===== config.mk =====
export PLATFORM = sky130hd
export DESIGN_NAME = phase_marker_tracker
export DESIGN_NICKNAME = d
export VERILOG_FILES = /design/src/rtl/phase_marker_tracker.sv
export SDC_FILE = /design/constraint.sdc
export NUM_CORES = 2
export LEC_CHECK = 0
export BUFFER_PORTS_ARGS = -buffer_cell sky130_fd_sc_hd__buf_2
export CAP_MARGIN = 20
export CORE_ASPECT_RATIO = 1.4
export CORE_UTILIZATION = 46
export DETAILED_ROUTE_END_ITERATION = 8
export PLACE_DENSITY = 0.65
export SLEW_MARGIN = 30
export SYNTH_ARGS = -nofsm -noshare
export SYNTH_HDL_FRONTEND = slang
export SYNTH_SLANG_ARGS = --single-unit

===== constraint.sdc =====
create_clock -name clk -period 13.6 [get_ports clk]
set_input_delay 2.72 -clock clk [delete_from_list [all_inputs] [get_ports clk]]
set_output_delay 2.72 -clock clk [all_outputs]
set_load 0.01 [all_outputs]

===== src/rtl/phase_marker_tracker.sv =====
// phase_marker_tracker
//   Watches the commit streams of two lock-stepped cores (base = core 0,
//   variant = core 1), decodes phase-marker instructions
//   (slti x0,x0,imm with inst[19:0] == 20'h02013) and tracks one phase
//   interval per core. Completed intervals are timestamped and pushed into
//   a shared event FIFO. Protocol errors and base/variant divergence are
//   flagged.
//
// Ports
//   clk, rst_n                  clock, asynchronous active-low reset
//   clear                       sync clear of sticky flags and counters
//   base_valid/base_inst        base commit lanes (lane i at [32i+31:32i])
//   vnt_valid/vnt_inst          variant commit lanes
//   ev_valid/ev_ready/ev_data   event FIFO head {core, phase, start_ts, duration}
//   base_/vnt_active            core is inside a phase
//   base_/vnt_phase             current or last phase id
//   base_/vnt_done_cnt          completed phases (saturating)
//   aligned                     both idle with equal done counts
//   diverged                    sticky phase divergence flag
//   proto_err                   sticky protocol error, bit0 base, bit1 variant
//   drop_cnt                    markers ignored or records lost (saturating)
module phase_marker_tracker #(
    parameter int unsigned NUM_LANES  = 2,
    parameter int unsigned TS_W       = 32,
    parameter int unsigned FIFO_DEPTH = 8,
    parameter int unsigned NUM_PHASES = 7,
    parameter int unsigned PHASE_W    = 3,
    parameter int unsigned CNT_W      = 16
) (
    input  logic                       clk,
    input  logic                       rst_n,
    input  logic                       clear,
    input  logic [NUM_LANES-1:0]       base_valid,
    input  logic [32*NUM_LANES-1:0]    base_inst,
    input  logic [NUM_LANES-1:0]       vnt_valid,
    input  logic [32*NUM_LANES-1:0]    vnt_inst,
    output logic                       ev_valid,
    input  logic                       ev_ready,
    output logic [PHASE_W+2*TS_W:0]    ev_data,
    output logic                       base_active,
    output logic                       vnt_active,
    output logic [PHASE_W-1:0]         base_phase,
    output logic [PHASE_W-1:0]         vnt_phase,
    output logic [CNT_W-1:0]           base_done_cnt,
    output logic [CNT_W-1:0]           vnt_done_cnt,
    output logic                       aligned,
    output logic                       diverged,
    output logic [1:0]                 proto_err,
    output logic [CNT_W-1:0]           drop_cnt
);

    localparam int unsigned NCORE = 2;
    localparam int unsigned REC_W = 1 + PHASE_W + 2 * TS_W;
    localparam int unsigned AW    = (FIFO_DEPTH > 1) ? $clog2(FIFO_DEPTH) : 1;
    localparam int unsigned CW    = AW + 1;
    localparam int unsigned DW    = CNT_W + 2;
    localparam logic [CNT_W-1:0] CNT_MAX    = '1;
    localparam logic [19:0]      MARKER_OPC = 20'h02013;

    typedef enum logic {S_IDLE, S_ACTIVE} state_t;

    // Per-core views of the commit lanes
    logic [NUM_LANES-1:0]    lane_v [NCORE];
    logic [32*NUM_LANES-1:0] lane_i [NCORE];

    assign lane_v[0] = base_valid;
    assign lane_v[1] = vnt_valid;
    assign lane_i[0] = base_inst;
    assign lane_i[1] = vnt_inst;

    // Registered state
    logic [TS_W-1:0]    ts_q;
    state_t             state_q [NCORE];
    logic [PHASE_W-1:0] phase_q [NCORE];
    logic [TS_W-1:0]    start_q [NCORE];
    logic [CNT_W-1:0]   done_q  [NCORE];
    logic [REC_W-1:0]   mem_q   [FIFO_DEPTH];
    logic [AW-1:0]      rd_q;
    logic [AW-1:0]      wr_q;
    logic [CW-1:0]      count_q;
    logic [CNT_W-1:0]   drop_q;
    logic [1:0]         err_q;
    logic               div_q;
    logic               aligned_q;

    // Decode results
    logic               mk_hit   [NCORE];
    logic               mk_end   [NCORE];
    logic [PHASE_W-1:0] mk_phase [NCORE];
    logic [CNT_W-1:0]   mk_extra [NCORE];
    logic [31:0]        dec_inst;
    logic [11:0]        dec_imm;
    logic               dec_ok;

    // Next-state signals
    state_t             state_d [NCORE];
    logic [PHASE_W-1:0] phase_d [NCORE];
    logic [TS_W-1:0]    start_d [NCORE];
    logic [CNT_W-1:0]   done_d  [NCORE];
    logic               push    [NCORE];
    logic               err_set [NCORE];
    logic [REC_W-1:0]   rec     [NCORE];

    logic               pop;
    logic [CW-1:0]      free0;
    logic [CW-1:0]      free1;
    logic               acc0;
    logic               acc1;
    logic [1:0]         lost;
    logic [AW-1:0]      wr1;
    logic [CW-1:0]      count_d;

    logic [DW-1:0]      drop_sum;
    logic [CNT_W-1:0]   drop_d;
    logic [1:0]         err_d;
    logic               aligned_d;
    logic               div_d;

    // Marker decode: lowest-index marker lane wins, extra marker lanes are counted
    always_comb begin
        dec_inst = '0;
        dec_imm  = '0;
        dec_ok   = 1'b0;
        for (int c = 0; c < int'(NCORE); c++) begin
            mk_hit[c]   = 1'b0;
            mk_end[c]   = 1'b0;
            mk_phase[c] = '0;
            mk_extra[c] = '0;
            for (int l = 0; l < int'(NUM_LANES); l++) begin
                dec_inst = lane_i[c][32*l +: 32];
                dec_imm  = dec_inst[31:20];
                dec_ok   = lane_v[c][l]
                           && (dec_inst[19:0] == MARKER_OPC)
                           && ((dec_imm >> (PHASE_W + 1)) == 12'd0)
                           && (32'(PHASE_W'(dec_imm >> 1)) < NUM_PHASES);
                if (dec_ok) begin
                    if (!mk_hit[c]) begin
                        mk_hit[c]   = 1'b1;
                        mk_end[c]   = dec_imm[0];
                        mk_phase[c] = PHASE_W'(dec_imm >> 1);
                    end else begin
                        mk_extra[c] = mk_extra[c] + CNT_W'(1);
                    end
                end
            end
        end
    end

    // Per-core phase FSM next state and completed-interval record
    always_comb begin
        for (int c = 0; c < int'(NCORE); c++) begin
            state_d[c] = state_q[c];
            phase_d[c] = phase_q[c];
            start_d[c] = start_q[c];
            push[c]    = 1'b0;
            err_set[c] = (mk_extra[c] != '0);
            rec[c]     = {1'(c), phase_q[c], start_q[c], TS_W'(ts_q - start_q[c])};
            if (mk_hit[c]) begin
                if (state_q[c] == S_IDLE) begin
                    if (mk_end[c]) begin
                        err_set[c] = 1'b1;
                    end else begin
                        state_d[c] = S_ACTIVE;
                        phase_d[c] = mk_phase[c];
                        start_d[c] = ts_q;
                    end
                end else if (mk_end[c] && (mk_phase[c] == phase_q[c])) begin
                    state_d[c] = S_IDLE;
                    push[c]    = 1'b1;
                end else begin
                    err_set[c] = 1'b1;
                end
            end
            if (clear) begin
                done_d[c] = '0;
            end else if (push[c] && (done_q[c] != CNT_MAX)) begin
                done_d[c] = done_q[c] + CNT_W'(1);
            end else begin
                done_d[c] = done_q[c];
            end
        end
    end

    // FIFO admission: space counted after this cycle's pop, base before variant
    always_comb begin
        pop     = (count_q != '0) && ev_ready;
        free0   = CW'(FIFO_DEPTH) - count_q + CW'(pop);
        acc0    = push[0] && (free0 != '0);
        free1   = free0 - CW'(acc0);
        acc1    = push[1] && (free1 != '0);
        lost    = 2'(push[0] && !acc0) + 2'(push[1] && !acc1);
        wr1     = wr_q + AW'(acc0);
        count_d = count_q - CW'(pop) + CW'(acc0) + CW'(acc1);
    end

    // Sticky flags and counters, evaluated on next-state values
    always_comb begin
        drop_sum  = DW'(drop_q) + DW'(mk_extra[0]) + DW'(mk_extra[1]) + DW'(lost);
        drop_d    = clear ? '0 : ((drop_sum > DW'(CNT_MAX)) ? CNT_MAX : CNT_W'(drop_sum));
        err_d     = clear ? 2'b00 : (err_q | {err_set[1], err_set[0]});
        aligned_d = (state_d[0] == S_IDLE) && (state_d[1] == S_IDLE)
                    && (done_d[0] == done_d[1]);
        div_d     = clear ? 1'b0
                    : (div_q | (aligned_d && (done_d[0] != '0)
                                && (phase_d[0] != phase_d[1])));
    end

    always_ff @(posedge clk or negedge rst_n) begin
        if (!rst_n) begin
            ts_q      <= '0;
            for (int c = 0; c < int'(NCORE); c++) begin
                state_q[c] <= S_IDLE;
                phase_q[c] <= '0;
                start_q[c] <= '0;
                done_q[c]  <= '0;
            end
            for (int i = 0; i < int'(FIFO_DEPTH); i++) begin
                mem_q[i] <= '0;
            end
            rd_q      <= '0;
            wr_q      <= '0;
            count_q   <= '0;
            drop_q    <= '0;
            err_q     <= 2'b00;
            div_q     <= 1'b0;
            aligned_q <= 1'b1;
        end else begin
            ts_q <= ts_q + TS_W'(1);
            for (int c = 0; c < int'(NCORE); c++) begin
                state_q[c] <= state_d[c];
                phase_q[c] <= phase_d[c];
                start_q[c] <= start_d[c];
                done_q[c]  <= done_d[c];
            end
            if (acc0) begin
                mem_q[wr_q] <= rec[0];
            end
            if (acc1) begin
                mem_q[wr1] <= rec[1];
            end
            rd_q      <= rd_q + AW'(pop);
            wr_q      <= wr1 + AW'(acc1);
            count_q   <= count_d;
            drop_q    <= drop_d;
            err_q     <= err_d;
            div_q     <= div_d;
            aligned_q <= aligned_d;
        end
    end

    assign ev_valid      = (count_q != '0);
    assign ev_data       = mem_q[rd_q];
    assign base_active   = (state_q[0] == S_ACTIVE);
    assign vnt_active    = (state_q[1] == S_ACTIVE);
    assign base_phase    = phase_q[0];
    assign vnt_phase     = phase_q[1];
    assign base_done_cnt = done_q[0];
    assign vnt_done_cnt  = done_q[1];
    assign aligned       = aligned_q;
    assign diverged      = div_q;
    assign proto_err     = err_q;
    assign drop_cnt      = drop_q;

endmodule


; ---- Word level (Yosys, flattened, before mapping)
; Cells that the tools add are included.
[op_classes]
n_addsub = 18
n_lt_le_gt_ge = 10
eq_ne = 10
n_mux = 67
bitwise = 11
reduce_logical = 41
[ops]
columns = operator, count
row1 = $bwmux W544, 2
row2 = $mux W544, 2
row3 = $demux W68 S3, 2
row4 = $mux W68, 4
row5 = $bmux W68 S3, 1
row6 = $mux W16, 7
row7 = $eq A20 B14 Y1 const B, 4
row8 = $sub A32 B32 Y32, 2
row9 = $logic_not A12 Y1, 4
row10 = $reduce_bool A16 Y1, 3
row11 = $mux W1, 36
row12 = $mux W3, 12
row13 = $add A16 B1 Y16 const B, 2
row14 = $add A32 B1 Y32 const B, 1
row15 = $ne A16 B16 Y1 const B, 2
row16 = $logic_and A1 B1 Y1, 27
row17 = $add A17 B16 Y18, 1
row18 = $add A18 B2 Y18, 1
row19 = $gt A18 B16 Y1 const B, 1
row20 = $add A16 B16 Y17, 1
row21 = $eq A16 B16 Y1, 1
row22 = $add A4 B1 Y4, 3
row23 = $ge A4 B4 Y1 const B, 3
row24 = $lt A3 B3 Y1 const B, 4
row25 = 15 further kinds, 31
[word_totals]
regBits = 710
inputBits = 136
out_inout_bits = 129
elab_cells = 181

; ---- Logic depth before layout (Yosys ltp)
[logic_depth]
ltp_word = 23
depth_mapped = 24
depth_no_buf = 23

; ---- Worst setup path after synthesis
; Ideal clock, no wire load.
[synth_timing]
path_type = input -> register
from = input base_inst[2]
to = register drop_q[10] (netlist: drop_cnt[10])
setup_ns = 0.078
arrival_time_ns = 7.732
setup_slack_ns = 5.790
path_stages = 21
n_path_buf = 4
path_cell_list = nor4_2 > nand4_2 > nor4_4 > mux2_4 > xnor2_2 > nand2_1 > buf_6 > buf_8 > nor3b_1 > clkbuf_1 > ha_1 > xor2_1 > and3_1 > nand4_1 > fa_1 > fa_1 > nor4b_1 > and4_1 > nand4_1 > clkbuf_1 > a21oi_1
[synth_via]
elab_chain_len = 23
elab_cells_between_ends = 34
cone_classes = add/sub (5) / order compare (1) / eq/ne (2) / mux (15) / reduce/logical (11)
[synth_rtl]
columns = item, line
row1 = "start, declared", 34  ; input logic [32*NUM_LANES-1:0] base_inst,
row2 = $eq A20 B14 Y1 (*), 133  ; && (dec_inst[19:0] == MARKER_OPC)
row3 = $logic_and A1 B1 Y1 (*), 133
row4 = $logic_and A1 B1 Y1 (*), 134  ; && ((dec_imm >> (PHASE_W + 1)) == 12'd0)
row5 = $logic_and A1 B1 Y1 (*), 135  ; && (32'(PHASE_W'(dec_imm >> 1)) < NUM_PHASES);
row6 = $mux W3 or $mux W1 (tied branches), 136  ; if (dec_ok) begin
row7 = $mux W3, 137  ; if (!mk_hit[c]) begin
row8 = $mux W3, 136
row9 = $eq A3 B3 Y1, 167  ; end else if (mk_end[c] && (mk_phase[c] == phase_q[c])) begin
row10 = (+7 left out), -
row11 = $logic_and A1 B1 Y1, 190  ; acc1 = push[1] && (free1 != '0);
row12 = $logic_not A1 Y1, 191  ; lost = 2'(push[0] && !acc0) + 2'(push[1] && !acc1);
row13 = $logic_and A1 B1 Y1, 191
row14 = $add A1 B1 Y2, 191
row15 = $add A18 B2 Y18 (*), 198  ; drop_sum = DW'(drop_q) + DW'(mk_extra[0]) + DW'(mk_extra[1]) + DW'(lost);
row16 = $gt A18 B16 Y1, 199  ; drop_d = clear ? '0 : ((drop_sum > DW'(CNT_MAX)) ? CNT_MAX : CNT_W'(drop_sum));
row17 = $mux W16 (*) (2 in series), 199
row18 = via drop_d[10], 114  ; logic [CNT_W-1:0] drop_d;
row19 = "end signal, assigned", 244  ; drop_q <= drop_d;
row20 = "end, declared", 81  ; logic [CNT_W-1:0] drop_q;
; Mark *: on every way through the listed nets, which the timed path passes. The rest lies on a longest branch.
; A chain may end at the register's enable or synchronous reset.

; ---- Final worst setup path
[layout_timing]
from = input base_inst[16]
to = register mem_q[446] in the netlist's numbering
[layout_via]
elab_chain_len = 21
elab_cells_between_ends = 31
cone_classes = add/sub (2) / order compare (2) / eq/ne (2) / mux (16) / bitwise (1) / reduce/logical (8)
[layout_rtl]
columns = item, line
row1 = $eq A20 B14 Y1 (*), 133
row2 = $logic_and A1 B1 Y1 (*), 133
row3 = $logic_and A1 B1 Y1 (*), 134
row4 = $logic_and A1 B1 Y1 (*), 135
row5 = $mux W3 or $mux W1 (tied branches), 136
row6 = $mux W3, 137
row7 = $mux W3, 136
row8 = $eq A3 B3 Y1, 167
row9 = (+5 left out), -
row10 = $add A3 B1 Y3, 192  ; wr1 = wr_q + AW'(acc0);
row11 = $not A3 Y4 (not written as such), 239  ; mem_q[wr1] <= rec[1];
row12 = $ge A4 B4 Y1 (not written as such) or $lt A4 B1 Y1 (tied branches), 239
row13 = $logic_and A1 B1 Y1 (not written as such), 239
row14 = $mux W68 (not written as such), 239
row15 = $demux W68 S3, 239
row16 = $bwmux W544, 239
row17 = $mux W544 (*), 238  ; if (acc1) begin
row18 = "end signal, assigned by index", 236  ; mem_q[wr_q] <= rec[0];
row19 = "end signal, assigned by index", 239
row20 = "end, declared", 77  ; logic [REC_W-1:0] mem_q [FIFO_DEPTH];
; Mark *: on every way between the ends. The rest lies on a longest branch, timed or not.

==> results.md <==
- Status: finished clean
- Critical Path AT: 9.00 ns
- Drt total wl: 138000 um
- Setup crit start: base_inst[16]
- Root buffer cell: clkbuf_16
- Clock Power Share: 0.429
- Post-synthesis mux area share: 0.125
- CTS tree: yes
- Hold Startpoint: mem_q[271]
- Fraction of the yosys area taken by sequential cells: 0.440
- RSZ-0062 raised after global routing: false
- Fraction of layout cells with a size suffix above 1: 0.170
- Syn avg cell area: 9.35 um2
- Setup TNS: 0 ns
- Pins Over Slew Limit: 0
- Synth cell types: 99
- Worst slew pin tran: 1.07 ns
- Max-cap violations: 0
- Maximum vdd ir drop: 0.0984 mV
- Routed Antenna Nets: 0
- Crit end category: flip-flop
- Clock tree buffer depth: 3
- Utilization after layout: 0.521
- Synth Area in XOR/XNOR: 0.0319
- Power, Total: 4.90 mW
- Cells after Synth: 4317
- Fin crit share: 0.626
- Nets: 4621
- FP Rows: 128
- Number of synthesized flops with an enable pin: 0
- Skew-Pair Late Insertion Delay: 0.65 ns
- Core area: 87000 um2
- DR iter-0 viols: 3536
- Final hold violation count: 0
- Port Buffers: 264
- Syn Nets: 4540
- Initial antenna violation count: 5
- Pin count of the biggest net entering global routing: 171
- Main synth FF type: dfrtp_1
- Min Tclk post-route: 8.51 ns
- Area Overhead vs Synth: 12.1%
- Adder-cell area share of the yosys netlist: 0.0283
- Full die area: 89000 um2
- Die Ht: 353 um
- Final setup fails: 0
- Switch Pwr: 1.32 mW
- Initial Util: 0.464
- Worst hold path type: flip-flop to flip-flop
- First-pass iteration count of the detailed router: 7
- Total GRT Usage: 0.311
- Main combinational cell family by area after synthesis: compound AO/OA/AOI/OAI gates
- Power per cell area: 108 nW/um2
- Die Wd: 252 um
- Register share of total power: 0.451
- First-pass GRT wire length: 212000 um
- Grt total ovfl: 0
- Dpl hpwl: 87800 um
- Hold_buf cts: 0
- GPL Wtd Cong: 0.904
- Simple-gate share of the synthesized area: 0.159
- Yosys reg bits: 710
- Post-CTS resize count: 0
- Worst endpoint required time: 14.09 ns
- Internal power: 3.58 mW
- Num CTS Buffers: 73
- Postcts setup bufs: 0
- Clock slew at reported path FFs: 0.06 ns
- Area after DPL: 42700 um2
- Sw Ratio: 0.270
- Combinational share of power: 0.120
- Pleak: 20.7 nW
- Fin cells: 5624
- Via count: 34600
- Ys async rst share: 1.00
- I/O Pins: 265
- Final instance area: 45300 um2
- Synthesized area: 40400 um2
- H-tree depth: 3
- Worst setup SP type: primary input
- Via-per-instance ratio: 6.14
- Relative slew slack: 0.288
- DR DRC count: 0
- Placed insts: 5490
- Compound-Gate Fraction of Synth Area: 0.172
- CTS sink count: 710
- RR Startpoint: base_phase[2]
- Critical path type: primary input to flip-flop
- Yosys warning count: 0
- DR WL/cell: 24.5 um
- Max FO, Critical Path: 70
- Maximum clock rate: 117 MHz
- Vias in the first global route: 34600
- Final Skew: 0.0289 ns
cell type report:
cell class / count / area, um2
repair buffers: 336 / 2040
diodes: 2 / 5.00
clock inverters: 31 / 383
well taps: 1170 / 1460
flip-flops and latches: 710 / 17800
fillers: 8022 / 41700
clock buffers: 98 / 2060
multi-input cells: 3177 / 21200
inverters: 100 / 375
through the flow:
stage | setup slack [ns] | hold WS [ns]
after floorplan | 5.79 | 0.433
after global placement | 4.73 | 0.444
after detailed placement | 4.49 | 0.454
after CTS | 5.16 | 0.470
after global routing | 4.73 | 0.492
final | 5.09 | 0.478
worst paths after layout:
path	to	slack (ns)	depth (start not counted)
worst max-delay path	mem_q[446]	5.09	18
worst min-delay path	mem_q[271]	0.48	2
worst max register to register	mem_q[446]	7.31	17
worst min register to register	mem_q[271]	0.48	2
max in group asynchronous	mem_q[34]	9.45	4
min in group asynchronous	mem_q[124]	2.14	1
power groups by stage:
stage	Combinational [mW]	Sequential [mW]	Clock, mW
6_report	0.589	2.21	2.10
5_1_grt	0.628	2.21	2.21
4_1_cts	0.584	2.21	2.13
3_5_place_dp	0.584	2.25	0
3_3_place_gp	0.577	2.25	0
2_1_floorplan	0.444	2.17	0
cell usage in the layout (no fill, tap or decap), drive strengths merged, types with 29 or more instances in the layout:
| cell type | count |
|---|---|
| dfrtp | 709 |
| a21oi | 548 |
| nand2 | 516 |
| nor2 | 507 |
| o21ai | 356 |
| buf | 336 |
| a211oi | 186 |
| mux4 | 136 |
| mux2i | 113 |
| clkbuf | 98 |
| ha | 80 |
| and3 | 79 |
| mux2 | 75 |
| inv | 75 |
| xnor2 | 72 |
| xor2 | 69 |
| nand3 | 58 |
| clkinv | 46 |
| nor3 | 41 |
| nor4 | 33 |
| nand4 | 30 |
| a21o | 29 |
Yosys cell counts (21+ instances only):
library cell / instances / area [um2]
a211oi_1: 186 / 1400
a21o_1: 28 / 210
a21oi_1: 548 / 2740
and3_1: 79 / 494
buf_1: 29 / 109
clkbuf_1: 270 / 1010
clkinv_1: 30 / 113
dfrtp_1: 709 / 17700
ha_1: 80 / 1000
inv_1: 69 / 259
mux2_2: 74 / 833
mux2i_1: 110 / 1100
mux4_2: 136 / 3060
nand2_1: 516 / 1940
nand2b_1: 23 / 144
nand3_1: 58 / 290
nand4_1: 29 / 181
nor2_1: 506 / 1900
nor2b_1: 21 / 131
nor3_1: 39 / 195
nor4_1: 26 / 163
o21ai_0: 356 / 1780
xnor2_1: 71 / 622
xor2_1: 69 / 604
layer usage:
metal / global-route usage / routed length [um]
met2: 0.519 / 67600
met3: 0.0500 / 9250
met5: 0 / 41
met4: 0.184 / 8610
met1: 0.377 / 52100
cell families (layout without fill, tap and decap cells):
family / after synthesis / in the layout
buffers and inverters: 430 / 565
AND/OR/NAND/NOR: 1411 / 1411
other: 0 / 2
flip-flops: 710 / 710
adder cells (fa/ha/maj): 87 / 87
AO/OA/AOI/OAI: 1212 / 1212
multiplexers: 324 / 324
XOR/XNOR: 143 / 143
critical path: stages:
cell and delay (ns):
buf_2 0.12, nor4_2 0.33, nand4_2 0.21, nor4_4 0.52
mux2_4 0.36, xnor2_2 0.19, nand2_1 0.45, nor3b_2 0.30
buf_4 0.26, ha_1 0.21, xor2_1 0.08, and3_1 0.22
nor2_1 0.49, nand2_1 0.41, nor2_4 0.55, buf_4 0.77
buf_4 0.57, o21ai_0 0.17
state kept, by name, indices dropped and copies added, names as in the netlist, 2 cells and up:
name / count
drop_cnt: 16
proto_err: 2
ts_q: 32
vnt_done_cnt: 16
vnt_phase: 3
rd_q: 3
mem_q: 544
wr_q: 3
base_done_cnt: 16
rec: 64
count_q: 4
base_phase: 3
Note: power is estimated with default switching activity, not from simulation.
